==> config.mk <==
export PLATFORM = sky130hd
export DESIGN_NAME = uart_tx_cfg
export DESIGN_NICKNAME = d
export VERILOG_FILES = /design/src/rtl/uart_pkg.sv /design/src/rtl/uart_tx_fifo.sv /design/src/rtl/uart_tx_cfg.sv
export SDC_FILE = /design/constraint.sdc
export NUM_CORES = 1
export LEC_CHECK = 0
export CAP_MARGIN = 10
export CELL_PAD_IN_SITES_DETAIL_PLACEMENT = 0
export CELL_PAD_IN_SITES_GLOBAL_PLACEMENT = 1
export CORE_ASPECT_RATIO = 1.75
export CORE_MARGIN = 2
export CORE_UTILIZATION = 55
export CTS_BUF_LIST = sky130_fd_sc_hd__clkbuf_4
export DETAILED_ROUTE_END_ITERATION = 16
export PLACE_DENSITY_LB_ADDON = 0.1
export SYNTH_ARGS = -nofsm -noshare
export SYNTH_HDL_FRONTEND = slang
export SYNTH_SLANG_ARGS = --single-unit
==> constraint.sdc <==
create_clock -name clk_in -period 6.77 [get_ports clk_in]
set_input_delay 1.0155 -clock clk_in [delete_from_list [all_inputs] [get_ports clk_in]]
set_output_delay 1.0155 -clock clk_in [all_outputs]
set_load 0.01 [all_outputs]
==> src/rtl/uart_pkg.sv <==
// Shared constants and state encoding for the configurable UART transmitter.
package uart_pkg;

    localparam int PARITY_NONE = 0;
    localparam int PARITY_EVEN = 1;
    localparam int PARITY_ODD  = 2;

    typedef enum logic [2:0] {
        IDLE,
        START,
        DATA,
        PARITY,
        STOP
    } tx_state_t;

endpackage

==> src/rtl/uart_tx_fifo.sv <==
// First-word-fall-through frame queue; a push into a full queue is dropped.
module uart_tx_fifo #(
    parameter int DEPTH = 4,
    parameter int WIDTH = 8
) (
    input  logic                     clk,
    input  logic                     rst,
    input  logic                     push,
    input  logic                     pop,
    input  logic [WIDTH-1:0]         wdata,
    output logic [WIDTH-1:0]         rdata,
    output logic                     full,
    output logic                     empty,
    output logic [$clog2(DEPTH):0]   count
);

    localparam int AW = $clog2(DEPTH);
    localparam int CW = AW + 1;

    logic [WIDTH-1:0] mem [DEPTH];
    logic [AW-1:0]    wr_ptr;
    logic [AW-1:0]    rd_ptr;
    logic             do_push;
    logic             do_pop;

    assign full    = count == CW'(DEPTH);
    assign empty   = count == '0;
    assign do_push = push && !full;
    assign do_pop  = pop && !empty;
    assign rdata   = mem[rd_ptr];

    always_ff @(posedge clk or posedge rst) begin
        if (rst) begin
            wr_ptr <= '0;
            rd_ptr <= '0;
            count  <= '0;
        end else begin
            if (do_push) wr_ptr <= wr_ptr + 1'b1;
            if (do_pop)  rd_ptr <= rd_ptr + 1'b1;
            if (do_push && !do_pop)      count <= count + 1'b1;
            else if (do_pop && !do_push) count <= count - 1'b1;
        end
    end

    always_ff @(posedge clk) begin
        if (do_push) mem[wr_ptr] <= wdata;
    end

endmodule

==> src/rtl/uart_tx_cfg.sv <==
// Parameterised UART transmitter: frame queue feeding a start/data/parity/stop
// serialiser that advances one oversample tick per clk_en.
module uart_tx_cfg
    import uart_pkg::*;
#(
    parameter int DATA_BITS   = 8,
    parameter int OVERSAMPLE  = 16,
    parameter int PARITY_MODE = 0,
    parameter int STOP_BITS   = 1,
    parameter int FIFO_DEPTH  = 4
) (
    input  logic                          clk_in,
    input  logic                          reset,
    input  logic                          clk_en,
    input  logic                          send,
    input  logic [DATA_BITS-1:0]          send_data,
    output logic                          tx_data,
    output logic                          busy,
    output logic                          full,
    output logic [$clog2(FIFO_DEPTH):0]   fifo_count
);

    localparam int CW = $clog2(OVERSAMPLE);
    localparam int IW = $clog2(DATA_BITS);

    tx_state_t              state, state_n;
    logic [CW-1:0]          en_cnt, en_cnt_n;
    logic [IW-1:0]          bit_idx, bit_idx_n;
    logic                   stop_cnt, stop_cnt_n;
    logic [DATA_BITS-1:0]   shreg, shreg_n;
    logic                   par, par_n;
    logic                   tx_n;
    logic                   pop;
    logic                   load;
    logic                   empty;
    logic                   bit_end;
    logic [DATA_BITS-1:0]   fifo_q;

    uart_tx_fifo #(
        .DEPTH (FIFO_DEPTH),
        .WIDTH (DATA_BITS)
    ) u_fifo (
        .clk   (clk_in),
        .rst   (reset),
        .push  (send),
        .pop   (pop),
        .wdata (send_data),
        .rdata (fifo_q),
        .full  (full),
        .empty (empty),
        .count (fifo_count)
    );

    assign bit_end = en_cnt == CW'(OVERSAMPLE - 1);
    assign busy    = (state != IDLE) || !empty;

    always_ff @(posedge clk_in or posedge reset) begin
        if (reset) begin
            state    <= IDLE;
            en_cnt   <= '0;
            bit_idx  <= '0;
            stop_cnt <= 1'b0;
            shreg    <= '0;
            par      <= 1'b0;
            tx_data  <= 1'b1;
        end else begin
            state    <= state_n;
            en_cnt   <= en_cnt_n;
            bit_idx  <= bit_idx_n;
            stop_cnt <= stop_cnt_n;
            shreg    <= shreg_n;
            par      <= par_n;
            tx_data  <= tx_n;
        end
    end

    // tx_n is the line level for the upcoming tick, so the line moves on the same edge as the state
    always_comb begin
        state_n    = state;
        en_cnt_n   = en_cnt;
        bit_idx_n  = bit_idx;
        stop_cnt_n = stop_cnt;
        shreg_n    = shreg;
        par_n      = par;
        tx_n       = tx_data;
        pop        = 1'b0;
        load       = 1'b0;
        if (clk_en) begin
            en_cnt_n = bit_end ? '0 : en_cnt + 1'b1;
            unique case (state)
                IDLE: begin
                    en_cnt_n = '0;
                    load     = !empty;
                end
                START: begin
                    if (bit_end) begin
                        state_n   = DATA;
                        bit_idx_n = '0;
                        tx_n      = shreg[0];
                    end
                end
                DATA: begin
                    if (bit_end) begin
                        if (bit_idx == IW'(DATA_BITS - 1)) begin
                            if (PARITY_MODE != PARITY_NONE) begin
                                state_n = PARITY;
                                tx_n    = par;
                            end else begin
                                state_n    = STOP;
                                stop_cnt_n = 1'b0;
                                tx_n       = 1'b1;
                            end
                        end else begin
                            bit_idx_n = bit_idx + 1'b1;
                            shreg_n   = shreg >> 1;
                            tx_n      = shreg[1];
                        end
                    end
                end
                PARITY: begin
                    if (bit_end) begin
                        state_n    = STOP;
                        stop_cnt_n = 1'b0;
                        tx_n       = 1'b1;
                    end
                end
                STOP: begin
                    if (bit_end) begin
                        if (stop_cnt == 1'(STOP_BITS - 1)) begin
                            load = !empty;
                            if (empty) begin
                                state_n = IDLE;
                                tx_n    = 1'b1;
                            end
                        end else begin
                            stop_cnt_n = 1'b1;
                        end
                    end
                end
                default: state_n = IDLE;
            endcase
            // Pop straight into START so queued frames follow with no idle gap
            if (load) begin
                pop      = 1'b1;
                state_n  = START;
                en_cnt_n = '0;
                shreg_n  = fifo_q;
                par_n    = (PARITY_MODE == PARITY_ODD) ? ~^fifo_q : ^fifo_q;
                tx_n     = 1'b0;
            end
        end
    end

endmodule

After elaboration in Yosys (flattened, before gate mapping)
Memory sizes are Yosys's and may differ from the RTL's.
Cells that the tools add are included.
{ "op_classes": {"add_sub_neg": 6, "reduce_logical": 23, "muxes": 45, "eq_ne": 22} }
{ "ops": {"columns": ["operator", "n"], "rows": [
  ["$mux W3", 13],
  ["$mux W8", 4],
  ["$mux W1", 20],
  ["$ne A3 B3 Y1 const B", 6],
  ["$pmux W3 S5", 1],
  ["$ne A2 B2 Y1 const B", 7],
  ["$mux W4", 3],
  ["$eq A3 B3 Y1 const B", 3],
  ["$reduce_and A9 Y1", 1],
  ["$reduce_and A8 Y1", 1],
  ["$reduce_bool A2 Y1", 4],
  ["$add A3 B1 Y3 const B", 2],
  ["$eq A3 B2 Y1 const B", 2],
  ["$logic_not A3 Y1", 2],
  ["$pmux W3 S2", 1],
  ["$reduce_and A6 Y1", 1],
  ["$reduce_bool A3 Y1", 2],
  ["$reduce_and A5 Y1", 1],
  ["$reduce_bool A5 Y1", 1],
  ["$add A2 B1 Y2 const B", 2],
  ["$add A4 B1 Y4 const B", 1],
  ["$eq A4 B4 Y1 const B", 1],
  ["$logic_and A1 B1 Y1", 4],
  ["$logic_not A1 Y1", 4],
  ["other kinds (9)", 9]
]} }
{ "totals": {"inputBits": 12, "ff_bits": 27, "ram_bits": 32, "n_memories": 1, "wordCells": 106, "out_inout_bits": 6} }
{ "memory_table": {"columns": ["memory", "depth", "word_bits", "read_ports", "rd_clocked_by_memory_dff", "write_ports", "line_no", "rtl"], "rows": [
  ["u_fifo.mem", 4, 8, 1, 0, 1, "uart_tx_fifo.sv:20", "logic [WIDTH-1:0] mem [DEPTH];"]
]} }

Logic depth before layout (Yosys ltp)
Gate-level depths: netlist of the first run.
{ "logic_depth": {"ltp_word": 12, "ltp_mapped": 11, "depth_no_buf": 10} }

Cells and area by module
Synthesis of the first run repeated with hierarchy kept, for this count alone.
{ "hier_totals": {"cells_unflattened": 182, "hier_area_um2": 2678.8} }
{ "by_module_without_submodules": {"columns": ["module", "n_inst", "seq_area_each_um2", "cells_per_inst", "area_per_inst_um2"], "rows": [
  ["uart_tx_fifo", 1, 1136.1, 78, 1592.8],
  ["uart_tx_cfg", 1, 476.7, 104, 1086.0]
]} }

Worst setup path before layout of the first run
Ideal clock, no wire load.
{ "synth_timing": {"kind": "register to register", "from": "reg en_cnt[0]", "to": "reg u_fifo.count[1]", "required_ps": 6645, "setup_ps": 125, "slack_ps": 4274, "path_stages_with_launch": 10, "n_path_buf": 1, "period_less_slack_ps": 2496, "t_arrival_ps": 2371, "path_cell_list": "dfrtp_1 > ha_1 > nand3_4 > a2111oi_4 > buf_6 > nand2_1 > ha_1 > inv_1 > fa_1 > mux2_2"} }
{ "synth_via": {"elab_chain_cells": 10, "word_cells_on_any_way": 12, "cone_classes": "eq/ne (1); mux (6); reduce/logical (5)"} }
{ "synth_lines": {"columns": ["item", "line_no", "rtl"], "rows": [
  ["start, declared", "uart_tx_cfg.sv:27", "logic [CW-1:0] en_cnt, en_cnt_n;"],
  ["start signal, assigned", "uart_tx_cfg.sv:68", "en_cnt <= en_cnt_n;"],
  ["$eq A4 B4 Y1 *", "uart_tx_cfg.sv:54", "assign bit_end = en_cnt == CW'(OVERSAMPLE - 1);"],
  ["$mux W1 *", "uart_tx_cfg.sv:128", "if (bit_end) begin"],
  ["$pmux W1 S2 *", "uart_tx_cfg.sv:90", "unique case (state)"],
  ["$mux W1 *", "uart_tx_cfg.sv:88", "if (clk_en) begin"],
  ["$mux W1 *", "uart_tx_cfg.sv:143", "if (load) begin"],
  ["$mux W1 *", "uart_tx_cfg.sv:88", null],
  ["$logic_and A1 B1 Y1 *", "uart_tx_fifo.sv:29", "assign do_pop = pop && !empty;"],
  ["$logic_not A1 Y1", "uart_tx_fifo.sv:40", "if (do_push && !do_pop) count <= count + 1'b1;"],
  ["$logic_and A1 B1 Y1", "uart_tx_fifo.sv:40", null],
  ["$mux W3 or $reduce_bool A2 Y1 (tied branches)", null, null],
  ["end signal, assigned", "uart_tx_fifo.sv:40", null],
  ["end signal, assigned", "uart_tx_fifo.sv:41", "else if (do_pop && !do_push) count <= count - 1'b1;"],
  ["end, declared", "uart_tx_fifo.sv:14", "output logic [$clog2(DEPTH):0] count"]
]} }
Mark *: on every way between the ends. The rest lies on a longest branch, timed or not. The select of a mux whose other input is x is not followed.
A chain may end at the register's enable or synchronous reset.

Worst setup path after layout of the first run
Same ends and word-level chain as after synthesis.

==> reports/qor.yml, run 1 <==
detailed_routing:
  wl_per_cell_um: 17.2
  via_count: 1472
  dr.pass1.iters: 4
  finalWirelength_um: 4380
  detail-route-antenna-nets: 0
  vias_per_cell: 5.77
  first_iter_violations: 50
  drc: 0
flow_run:
  drv_cap: 0
sta:
  min_period_ps: 3020
  max-slew-margin-rel: 0.308
  fin_ws_ps: 3750
  timing.fmax_ghz: 0.331
  finClkSkew_ps: 10.7
  final-setup-viol-count: 0
  fin_crit_sh: 0.446
  slew_violations: 0
  rsz0062_at_grt: "false"
  setup-tns-final_ps: 0
  tightest_slew_ps: 1040
  hold_viol: 0
worst_setup_path:
  crit_top_cell: "ha_1"
  crit_type: "reg -> reg"
  cpMaxStageDelayCell: "a2111oi_4"
  worstSetupEndpointType: "register"
  required_ps: 7050
  crit_arrival_ps: 3300
  worstSetupStartpointType: "register"
  path_max_fanout: 13
  crit_chain: "ha_1 -> nand3_4 -> a2111oi_4 -> nand2_1 -> ha_1 -> inv_1 -> fa_1 -> mux2_2"
  slowest_delay_ps: 870
clocking:
  htree_num_levels: 3
  cts_buffers: 9
  postCtsHoldBufs: 0
  cts_setup_buffers: 0
  clkSinkCount: 58
  cts_max_path_buffers: 2
  cts_tree: "done"
  insertion_delay_ps: 390
  ctsRootBufferMaster: "clkbuf_4"
  cts.clk_slew.worst_paths_ps: 100
  ctsResizeCount: 0
layout:
  seq_area_um2: 1610
  synthToLayoutAreaGrowth_pct: 13.3
  fin_area_um2: 2990
  multi_input_area_um2: 951
  drive_above_1_share: 0.202
  final_cells: 255
  fin_nets: 219
  fillers: 369
  diodes: 0
hold_path:
  hp-class: "reg -> reg"
logic_synthesis:
  seq_area_frac_synth: 0.612
  synth.distinct_cells: 40
  synth.avg_cell_area_um2: 14.7
  synth_enable_flop_cells: 32
  ys.flop_type: "edfxtp_1"
  ys_warn_count: 0
  postSynthCellCount: 179
  syn_area_um2: 2640
  synthArstFlopShare: 0.448
  synth_seq_cells: 58
  synth_nets: 200
floorplanning:
  core.rowCount: 33
  start_util: 0.565
  dieArea_um2: 5380
  core-area_um2: 4670
  die_h_um: 95.6
  ios: 18
  die_w_um: 56.3
placed_design:
  preCtsSetupSlack_ps: 3560
  hpwl_um: 3100
  numPortBuffers: 17
  place_congestion: 0.781
  post_dp_cell_area_um2: 2830
  place_inst: 239
pwr:
  vdd_drop_max_mv: 0.261
  p_per_area_nw_per_um2: 399
  p_leak_nw: 1.13
  clockPowerShare: 0.234
  p_int_mw: 0.819
  p_switching_mw: 0.374
  combPwrFrac: 0.285
  seq_power_share: 0.481
  switching_share: 0.313
global_routing:
  grt_use_total: 0.186
  grt_pass1_vias: 1634
  gr-total-overflow: 0
  grt_pass1_wl_um: 7330
  grt_max_degree: 27
  antenna_found_initial: 0
status:
  status: "completed"
[power by group through the flow]
stage | logic, mW | clock network (mW) | registers [mW]
after global placement | 0.327 | 0 | 0.575
after CTS | 0.346 | 0.286 | 0.577
after detailed placement | 0.345 | 0 | 0.585
after floorplan | 0.288 | 0 | 0.535
final | 0.340 | 0.279 | 0.573
after global routing | 0.377 | 0.298 | 0.593
[flip-flops by register name, summed over array words and instances (netlist names)]
| name | cells |
|---|---|
| u_fifo.rd_ptr | 2 |
| u_fifo.mem | 32 |
| state | 3 |
| tx_data | 1 |
| u_fifo.wr_ptr | 2 |
| bit_idx | 3 |
| en_cnt | 4 |
| u_fifo.count | 3 |
| shreg | 8 |
[path summary, 6_finish.rpt]
kind	from	endpoint	slack (ps)	depth (start not counted)
max in group asynchronous	reset	shreg[6]$_DFFE_PP0P_	4970	2
min in group asynchronous	reset	en_cnt[0]$_DFFE_PP0P_	1170	2
worst min register to register	tx_data$_DFFE_PP1P_	tx_data$_DFFE_PP1P_	500	1
worst max-delay path	en_cnt[0]$_DFFE_PP0P_	u_fifo.count[1]$_DFFE_PP0P_	3750	8
worst max register to register	en_cnt[0]$_DFFE_PP0P_	u_fifo.count[1]$_DFFE_PP0P_	3750	8
worst min-delay path	tx_data$_DFFE_PP1P_	tx_data$_DFFE_PP1P_	500	1
[worst max-delay path, delay by kind of cell (launching register included)]
kind | cells | cell delay (ps)
mux | 1 | 270
fa+ha+maj | 3 | 950
buf+inv | 1 | 80
flops | 1 | 400
compound gates | 1 | 870
simple gates | 2 | 340
[cells by family after synthesis]
| family | after synthesis | share of synthesized area |
|---|---|---|
| muxes | 27 | 0.148 |
| AOI/OAI and AO/OA | 22 | 0.0627 |
| adders and majority gates | 9 | 0.0456 |
| DFF | 58 | 0.612 |
| buffers and inverters | 16 | 0.0275 |
| and+or+nand+nor | 41 | 0.0845 |
| xor gates and xnor gates | 6 | 0.0199 |
[cell type report]
class                      instances  share of cell area
multi-input combinational        105               0.318
inverter                           7             0.00880
clock inverter                     7              0.0314
tap                               52              0.0218
timing repair buffer              17              0.0570
sequential                        58               0.540
clock buffer                       9              0.0226
[metrics by stage]
step	power, mW	hold WS [ps]	utilization
6_report	1.19	501	0.640
5_1_grt	1.27	518	0.640
4_1_cts	1.21	504	0.640
3_5_place_dp	0.930	487	0.606
3_3_place_gp	0.902	482	0.606
2_1_floorplan	0.823	462	-
[synthesized netlist by cell type, types with 2 or more instances]
master,instances,area share
edfxtp_1,32,0.36
dfrtp_1,25,0.24
mux2_2,11,0.047
nand2_1,11,0.016
ha_1,8,0.038
mux4_2,8,0.068
o21ai_0,8,0.015
inv_1,7,0.010
nand3_1,6,0.011
mux2_1,5,0.021
nor2_1,5,0.0071
and2_1,4,0.0095
buf_2,4,0.0076
nor3_1,4,0.0076
xnor2_1,4,0.013
a21oi_1,3,0.0057
clkbuf_1,3,0.0043
mux2i_1,3,0.011
o31ai_1,3,0.0085
and3_2,2,0.0057
nor2b_1,2,0.0047
or3_1,2,0.0047
xor2_1,2,0.0066
[cell usage in the layout, fill, tap and decap left out, types with 2 or more instances in the layout]
master / n
bufinv_16: 2
dfrtp_1: 25
nor3_1: 4
mux2_2: 11
a21oi_1: 3
o31ai_1: 3
or3_1: 2
mux4_2: 8
and2_1: 4
xnor2_1: 4
mux2_1: 5
o21ai_0: 8
inv_1: 7
ha_1: 8
nor2_1: 5
clkdlybuf4s50_1: 17
mux2i_1: 3
nand3_1: 6
nand2_1: 11
edfxtp_1: 32
and3_2: 2
xor2_1: 2
nor2b_1: 2
clkinv_4: 2
clkbuf_4: 9
[metal layers]
metal  share of wire  wire [um]  track usage  vias up
met5               0          0            0        -
met4           0.024        104        0.101        0
met3           0.026        114       0.0434       10
met2            0.56       2440        0.341       22
met1            0.39       1730        0.194      732
li1                -          -            -      708
Note: power is estimated with default switching activity, not from simulation.
==> inputs of run 2 (changes only) <==
- CORE_UTILIZATION: 55 -> 46
- clock period: 6.77 -> 2.45 ns (I/O delays scaled with it)
==> reports/qor.yml, run 2 (same netlist as run 1, synthesis figures left out) <==
status:
  status: "completed"  # unchanged
layout:
  regMostFlops: "u_fifo.mem"  # unchanged
  fillers: 506  # was 369
  reg_top3: "u_fifo.mem: 32 flops, shreg: 8 flops, en_cnt: 4 flops"  # unchanged
  synthToLayoutAreaGrowth_pct: 15.9  # was 13.3%
  layout_common_cells: "edfxtp_1 (32), dfrtp_1 (25), clkdlybuf4s50_1 (17)"  # unchanged
  largest_reg_flops: 32  # unchanged
  fin_nets: 227  # was 219
  layout_commonest_cell: "edfxtp_1"  # unchanged
  final_cells: 287  # was 255
  drive_above_1_share: 0.237  # was 0.202
  diodes: 0  # unchanged
global_routing:
  grt_max_degree: 19  # was 27
  grt_pass1_vias: 1678  # was 1,634
  gr-total-overflow: 0  # unchanged
  grt_pass1_wl_um: 7850  # was 7330 um
  grt_use_total: 0.172  # was 0.186
  antenna_found_initial: 0  # unchanged
sta:
  final-setup-viol-count: 0  # unchanged
  hold_viol: 0  # unchanged
  rsz0062_at_grt: "false"  # unchanged
  tightest_slew_ps: 486  # was 1040 ps
  fin_crit_sh: 0.939  # was 0.446
  max-slew-margin-rel: 0.676  # was 0.308
  setup-tns-final_ps: 0  # unchanged
  slew_violations: 0  # unchanged
  whs_ps: 284  # was 501 ps
  min_period_ps: 2300  # was 3020 ps
  finClkSkew_ps: 6.99  # was 10.7 ps
  timing.fmax_ghz: 0.435  # was 0.331 GHz
clocking:
  cts.clk_slew.worst_paths_ps: 100  # about the same
  clkSinkCount: 58  # unchanged
  ctsRootBufferMaster: "clkbuf_4"  # unchanged
  insertion_delay_ps: 390  # about the same
  cts_max_path_buffers: 2  # unchanged
  htree_num_levels: 3  # unchanged
  postCtsHoldBufs: 0  # unchanged
  cts_buffers: 9  # unchanged
  cts_tree: "done"  # unchanged
detailed_routing:
  via_count: 1518  # was 1,472
  finalWirelength_um: 4570  # was 4380 um
  detail-route-antenna-nets: 0  # unchanged
  drc: 0  # unchanged
  vias_per_cell: 5.29  # was 5.77
  dr.pass1.iters: 4  # unchanged
  wl_per_cell_um: 15.9  # was 17.2 um
  first_iter_violations: 72  # was 50
placed_design:
  hpwl_um: 3370  # was 3100 um
  numPortBuffers: 17  # unchanged
  place_inst: 271  # was 239
  place_congestion: 0.792  # was 0.781
worst_setup_path:
  crit_arrival_ps: 2580  # was 3300 ps
  cpMaxStageDelayCell: "fa_1"  # was a2111oi_4
  path_delay_family: "adder cells"  # unchanged
  worstSetupEndpointType: "register"  # unchanged
  crit_chain: "ha_2 -> nand3_4 -> a2111oi_4 -> nand2_1 -> ha_1 -> inv_1 -> fa_1 -> mux2_2"  # was ha_1 -> nand3_4 -> a2111oi_4 -> nand2_1 -> ha_1 -> inv_1 -> fa_1 -> mux2_2
  slowest_delay_ps: 400  # was 870 ps
  required_ps: 2730  # was 7050 ps
  path_buf_inv: 1  # unchanged
  crit_type: "reg -> reg"  # unchanged
  r2r_slack_ps: 150  # was 3750 ps
  worstSetupStartpointType: "register"  # unchanged
  path_max_fanout: 6  # was 13
floorplanning:
  core.rowCount: 36  # was 33
  ios: 18  # unchanged
  die_w_um: 61.2  # was 56.3 um
  core-area_um2: 5540  # was 4670 um^2
  start_util: 0.476  # was 0.565
  die_h_um: 104  # was 95.6 um
  dieArea_um2: 6380  # was 5380 um^2
pwr:
  p_leak_nw: 1.16  # was 1.13 nW
  p_per_area_nw_per_um2: 1060  # was 399 nW/um^2
  power_mw: 3.23  # was 1.19 mW
  vdd_drop_max_mv: 0.502  # was 0.261 mV
flow_run:
  drv_cap: 0  # unchanged
hold_path:
  hp-class: "in -> async"  # was reg -> reg
==> run 2: where the power goes <==
part	total [mW]	internal (mW)	switching [mW]
logic	1.04	0.560	0.480
registers	1.52	1.32	0.203
clock network	0.669	0.309	0.360
total	3.23	2.19	1.04
==> run 2: what timing repair did <==
action                     4_1_cts  5_1_grt
hold endpoints to repair         0        0
gates resized for setup          0        1
setup buffers                    0        0
setup endpoints to repair        0        1
==> run 2: path summary, 6_finish.rpt <==
check	from	to	cells past startpoint
max	en_cnt[0]$_DFFE_PP0P_	u_fifo.count[1]$_DFFE_PP0P_	8
min	reset	bit_idx[2]$_DFFE_PP0P_	2
max reg2reg	en_cnt[0]$_DFFE_PP0P_	u_fifo.count[1]$_DFFE_PP0P_	8
min reg2reg	tx_data$_DFFE_PP1P_	tx_data$_DFFE_PP1P_	1
max in group asynchronous	reset	shreg[5]$_DFFE_PP0P_	3
min in group clk_in	tx_data$_DFFE_PP1P_	tx_data$_DFFE_PP1P_	1
==> run 2: metal layers <==
layer,track usage,wire length [um]
met1,0.185,1740
met2,0.296,2640
met3,0.0286,95
met4,0.0994,95
met5,0,0
==> run 2: layout make-up <==
cell class / instances / area [um^2] / share of cell area
Clock buffer: 9 / 67.6 / 0.0221
Clock inverter: 7 / 70.1 / 0.0229
Inverter: 7 / 26.3 / 0.00860
Multi-Input combinational cell: 105 / 953 / 0.312
Sequential cell: 58 / 1610 / 0.528
Tap cell: 76 / 95.1 / 0.0311
Timing Repair Buffer: 25 / 230 / 0.0753
==> run 2: worst register-to-register path, stage by stage (launching register included) <==
cell       delay [ps]
dfrtp_1           390
ha_2              240
nand3_4           120
a2111oi_4         320
nand2_1           150
ha_1              240
inv_1              70
fa_1              400
mux2_2            270
==> run 2: stage by stage <==
stage	utilization	cell area [um^2]	setup slack, ps
finish	0.551	3060	149
global route	0.551	3060	11.9
CTS	0.551	3050	89.2
detailed placement	0.526	2920	103
global placement	0.526	2920	174
floorplan	-	2640	7.33
==> inputs of run 3 (changes only) <==
- HOLD_SLACK_MARGIN: unset -> 0.02
==> results of run 3 <==
Same layout as run 2: the final DEF is identical, and so are final timing and power.
